$ cat config.mk
export PLATFORM = sky130hd
export DESIGN_NAME = reg_file_2r1w
export DESIGN_NICKNAME = d
export VERILOG_FILES = /design/src/rtl/reg_file_2r1w.sv
export SDC_FILE = /design/constraint.sdc
export NUM_CORES = 2
export LEC_CHECK = 0
export CORE_UTILIZATION = 57
export DETAILED_ROUTE_END_ITERATION = 16
export PLACE_DENSITY_LB_ADDON = 0.3
export SYNTH_ARGS = -nofsm -noshare
export SYNTH_HDL_FRONTEND = slang
export SYNTH_SLANG_ARGS = --single-unit
$ cat constraint.sdc
create_clock -name clk -period 1.57 [get_ports clk]
set_clock_uncertainty 0.05 [all_clocks]
set_input_delay 0.157 -clock clk [delete_from_list [all_inputs] [get_ports clk]]
set_output_delay 0.157 -clock clk [all_outputs]
set_load 0.01 [all_outputs]
$ cat src/rtl/reg_file_2r1w.sv
// reg_file_2r1w: 32 x 32 RISC-V integer register file, two registered read
// ports and one write port. x0 reads as zero; a write and a read of the same
// index at one edge return the new write data.
//
// Ports:
//   clk    - rising-edge clock
//   rst_n  - asynchronous active-low reset; clears registers and read data
//   re     - read enable; 0 holds rd1/rd2 (stall)
//   ra1    - read address, port 1 (operand mux input A)
//   ra2    - read address, port 2 (forwarding/immediate path, mux input B)
//   we     - write enable
//   wa     - write address
//   wd     - write data
//   rd1    - registered read data, port 1
//   rd2    - registered read data, port 2
module reg_file_2r1w #(
  parameter int unsigned DATA_W = 32,
  parameter int unsigned ADDR_W = 5
) (
  input  logic              clk,
  input  logic              rst_n,
  input  logic              re,
  input  logic [ADDR_W-1:0] ra1,
  input  logic [ADDR_W-1:0] ra2,
  input  logic              we,
  input  logic [ADDR_W-1:0] wa,
  input  logic [DATA_W-1:0] wd,
  output logic [DATA_W-1:0] rd1,
  output logic [DATA_W-1:0] rd2
);

  localparam int unsigned DEPTH = 1 << ADDR_W;

  logic [DATA_W-1:0] mem [DEPTH];

  logic              wr_en_c;
  logic [DATA_W-1:0] rd1_next_c;
  logic [DATA_W-1:0] rd2_next_c;

  // Writes to x0 are dropped so mem[0] stays at its reset value of zero.
  assign wr_en_c = we && (wa != '0);

  // Read value with x0 forced to zero and same-edge write bypass.
  function automatic logic [DATA_W-1:0] read_value(input logic [ADDR_W-1:0] a);
    logic [DATA_W-1:0] v;
    v = '0;
    if (a == '0) begin
      v = '0;
    end else if (wr_en_c && (wa == a)) begin
      v = wd;
    end else begin
      v = mem[a];
    end
    return v;
  endfunction

  // Next read data; both ports resolve through the same path so ra1==ra2
  // always yields identical results.
  always_comb begin
    rd1_next_c = '0;
    rd2_next_c = '0;
    rd1_next_c = read_value(ra1);
    rd2_next_c = read_value(ra2);
  end

  // Register array; reset clears every entry so no X can ever be read.
  always_ff @(posedge clk or negedge rst_n) begin
    if (!rst_n) begin
      for (int i = 0; i < int'(DEPTH); i++) begin
        mem[i] <= '0;
      end
    end else if (wr_en_c) begin
      mem[wa] <= wd;
    end
  end

  // Read data registers; held while re is low.
  always_ff @(posedge clk or negedge rst_n) begin
    if (!rst_n) begin
      rd1 <= '0;
      rd2 <= '0;
    end else if (re) begin
      rd1 <= rd1_next_c;
      rd2 <= rd2_next_c;
    end
  end

endmodule

Word-level counts from Yosys, hierarchy flattened --
Cells that the tools add are included.
Storage, ports and cells: bits in registers 1088, input port bits 51, output and inout port bits 64
Operators by class: equal/unequal tests 2, multiplexer cells 13, reduce and logical (&&, ||, !) cells 7, bitwise gates (word level) 3, magnitude comparators 4
Operators with widths (number):
- bitwise mux 1024 bit | 1
- binary-select mux 32 bit (select 5 bit) | 2
- two-way mux 32 bit | 9
- demux 32 bit (select 5 bit) | 1
- >= comparator 6 bit (second input constant) | 3
- inverter 5 -> 6 bit | 3
- == test 5 bit | 2
- logical NOT 5 bit | 2
- < comparator 6 x 1 -> 1 bit (second input constant) | 1
- nonzero test 5 bit | 1
- logical AND 1 bit | 4

Depth between registers and ports, before layout --
depth in word-level cells 6, mapped depth 8

Worst setup path after synthesis --
Ideal clock, no wire load.
path kind input-to-reg, start point in ra1[0], end point reg rd1[30], cell stages on the path 8, arrival time 1.807 ns, buffers on the path 4, path slack -0.427 ns, library setup time 0.140 ns, path through buf_2 > buf_6 > buf_6 > buf_2 > mux4_2 > a22o_1 > nor2_1 > o221ai_1
Between the ends: word-level cells in the longest chain between the ends 6
Ends and longest elaborated chain:
- start, declared | RTL line 23 | input logic [ADDR_W-1:0] ra1,
- inverter 5 -> 6 bit (not written as such) | RTL line 52 | v = mem[a];
- binary-select mux 32 bit (select 5 bit) | RTL line 52
- two-way mux 32 bit (not written as such) (2 in series) | RTL line 52
- two-way mux 32 bit | RTL line 49 | end else if (wr_en_c && (wa == a)) begin
- two-way mux 32 bit * | RTL line 47 | if (a == '0) begin
- end signal, assigned | RTL line 83 | rd1 <= rd1_next_c;
- end, declared | RTL line 28 | output logic [DATA_W-1:0] rd1,
Every way passes the cells marked *; elsewhere a longest branch is shown, timed or not. The select of a mux whose other input is x is not followed. A chain may end at the register's enable or synchronous reset.

Worst setup path after layout --
start point reg mem[527] (netlist name), end point reg rd2[15]
Between the ends: word-level cells in the longest chain between the ends 5
Ends and longest elaborated chain:
- start, declared | RTL line 34 | logic [DATA_W-1:0] mem [DEPTH];
- start signal, assigned by index | RTL line 73 | mem[wa] <= wd;
- binary-select mux 32 bit (select 5 bit) | RTL line 52
- two-way mux 32 bit (not written as such) (2 in series) | RTL line 52
- two-way mux 32 bit | RTL line 49
- two-way mux 32 bit | RTL line 47
- end signal, assigned | RTL line 84 | rd2 <= rd2_next_c;
- end, declared | RTL line 29 | output logic [DATA_W-1:0] rd2
Every way passes these cells. The select of a mux whose other input is x is not followed.

==> impl_metrics.ini <==
[run_status]
outcome = finished, violations left
violations = negative setup slack

[finish]
layout_commonest_cell = dfrtp_1
antenna_cells = 0
final_nets = 3878
final_layout_size_suffix_gt1_share_pct = 61.7
final_util_pct = 68.1
area_growth_pct = 18.1
n_fill_cell = 6356
final_cell_mix = 1087 x dfrtp_1, 992 x mux2_2, 576 x mux4_2, 241 x buf_4, 165 x buf_12

[run]
drv_cap = 0

[critical_path]
cp-start-kind = register
crit_end = rd2[15]$_DFFE_PN0P_
crit_required_ns = 2.08
r2r-start = mem[527]$_DFFE_PN0P_
critPathKind = reg -> reg
cp_max_fo = 3
cp.arrival_ns = 2.33
r2r_slack_ns = -0.25
reg2reg_depth = 4
crit_start = mem[527]$_DFFE_PN0P_
end_kind = register
r2r_end = rd2[15]$_DFFE_PN0P_

[min_path]
hold_class = in -> reg
whs_path_depth = 5

[placed_design]
portBuffers = 114
post-dp-hpwl_um = 113000
gp_congestion = 0.926

[clock_network]
clk_pin_slew_ns = 0.07
cts.htree.levels = 3
root_buffer = clkbuf_16
cts.sinks = 1088
clock_latency_ns = 0.70
cts_buffers = 114
cts_tree = done
cts_buffer_depth = 3

[synth]
syn_area_um2 = 56900
synth-main-ff-cell = dfrtp_1
synthArstFlopShare_pct = 100
syn_area_per_cell_um2 = 15.8
ys_warn_count = 0
synthesis.nets = 3664
yosysUniqueCellTypes = 33
synth_seq_cells = 1088
synth_edf_count = 0
synth_cells = 3613
yosysSeqAreaShare_pct = 47.8

[grt]
grt_pass1_wl_um = 264000
track_usage_pct = 35.4
grt_overflow = 0
grt_pass1_vias = 40600
grt_max_degree = 94
antenna_found_initial = 3

[routing]
wire_per_inst_um = 33.5
dr.first_iter.drc_count = 3424
ant_nets = 0
drtPass1Iterations = 5
vias = 37100
post-route-drc-count = 0
postRouteWirelength_um = 174000
viasPerCell = 7.13

[timing]
relSlewSlack_pct = 54.7
slew_viol_final = 0
max_freq_mhz = 550
min_period_ns = 1.82
worst_slew_pin_slew_ns = 0.677
holdWs_ns = 0.148
setup_viol = 65
period_share_pct = 116
finalHoldViolations = 0
rsz0062_at_grt = yes
setup_slack_ns = -0.248

[floorplan]
io_pins = 115
fp.dieW_um = 318
core_um2 = 98700
start_util_pct = 57.7
die_area_um2 = 101000
die_y_um = 318
std_cell_rows = 115

[power_and_ir_drop]
power.static_leakage_nw = 28.9
vdd_drop_max_uv = 1170
power_mw = 84.0
power.density_nw_per_um2 = 1250
[critical path, cell delays in order, from the launching register on]
cell and delay, ns:
dfrtp_1 0.42, mux4_2 0.50, mux4_2 0.53, clkinv_2 0.08, o221ai_2 0.10
[metal layers]
| metal | GRT usage (%) | wire [um] |
|---|---|---|
| met4 | 18.7 | 10700 |
| met1 | 45.5 | 63400 |
| met3 | 9.18 | 17300 |
| met2 | 55.6 | 82900 |
| met5 | 0 | 39 |
[power breakdown]
| part | leakage (nW) | internal, mW | total [mW] | switching, mW |
|---|---|---|---|---|
| clock network | 1.88 | 16.1 | 27.4 | 11.3 |
| logic | 13.1 | 11.4 | 18.9 | 7.55 |
| registers | 14.0 | 33.5 | 37.7 | 4.22 |
| total | 28.9 | 60.9 | 84.0 | 23.1 |
[flip-flops by register name (all words and copies together), names as in the netlist]
name / count
rd2: 32
rd1: 32
mem: 1024
[repair_timing]
item,4_1_cts,5_1_grt
hold buffers,2,0
pin swaps,3,2
endpoints found under the hold margin,1088,0
resized for setup,374,11
buffers inserted,17,10
setup endpoints to repair,618,179
[how the worst min path moves through the flow]
stage | startpoint | to | slack, ns
after floorplan | rst_n | mem[0]$_DFFE_PN0P_ | -0.19
after global placement | rst_n | mem[547]$_DFFE_PN0P_ | 0.02
after detailed placement | rst_n | mem[227]$_DFFE_PN0P_ | 0.02
after CTS | re | rd2[1]$_DFFE_PN0P_ | 0.1
after global routing | rst_n | mem[706]$_DFFE_PN0P_ | 0.16
final | re | rd2[2]$_DFFE_PN0P_ | 0.15
[cell families after synthesis]
family                    synth area share, %
AOI/OAI and AO/OA                        4.14
xor gates and xnor gates                0.154
buffers and inverters                    3.80
DFF                                      47.8
muxes                                    42.4
and+or+nand+nor                          1.69
[metrics by stage]
step | instance area [um^2] | setup TNS (ns) | std cells | setup slack (ns)
floorplan | 57500 | -19.30 | 3613 | -0.269
global placement | 63000 | -815.37 | 4969 | -1.10
detailed placement | 63000 | -779.32 | 4969 | -1.11
CTS | 67100 | -9.94 | 5192 | -0.216
global route | 67200 | -12.28 | 5202 | -0.260
finish | 67200 | -10.35 | 5202 | -0.248
[cells in the mapped netlist, types with 4 or more instances]
| cell | instances | area [um^2] |
|---|---|---|
| nor2b_1 | 68 | 425 |
| buf_6 | 24 | 270 |
| clkinv_1 | 64 | 240 |
| buf_1 | 63 | 236 |
| dfrtp_1 | 1088 | 27200 |
| buf_2 | 95 | 475 |
| buf_4 | 7 | 52.6 |
| a22o_1 | 128 | 1120 |
| clkbuf_1 | 236 | 886 |
| nand3b_1 | 4 | 30.0 |
| a41oi_1 | 64 | 561 |
| nand2_1 | 18 | 67.6 |
| mux4_2 | 576 | 13000 |
| o221ai_1 | 64 | 561 |
| nor3b_1 | 4 | 30.0 |
| nor2_1 | 84 | 315 |
| mux2_2 | 992 | 11200 |
| xor2_1 | 10 | 87.6 |
[final cells by class]
type | instances | area, um^2 | share of cell area, %
Timing Repair Buffer | 523 | 6030 | 8.97
Clock buffer | 165 | 3370 | 5.01
Tap cell | 1287 | 1610 | 2.39
Multi-Input combinational cell | 2035 | 28200 | 42.0
Sequential cell | 1088 | 27200 | 40.5
Clock inverter | 39 | 410 | 0.610
Inverter | 65 | 349 | 0.519
Power figures use the tool's default switching activity.
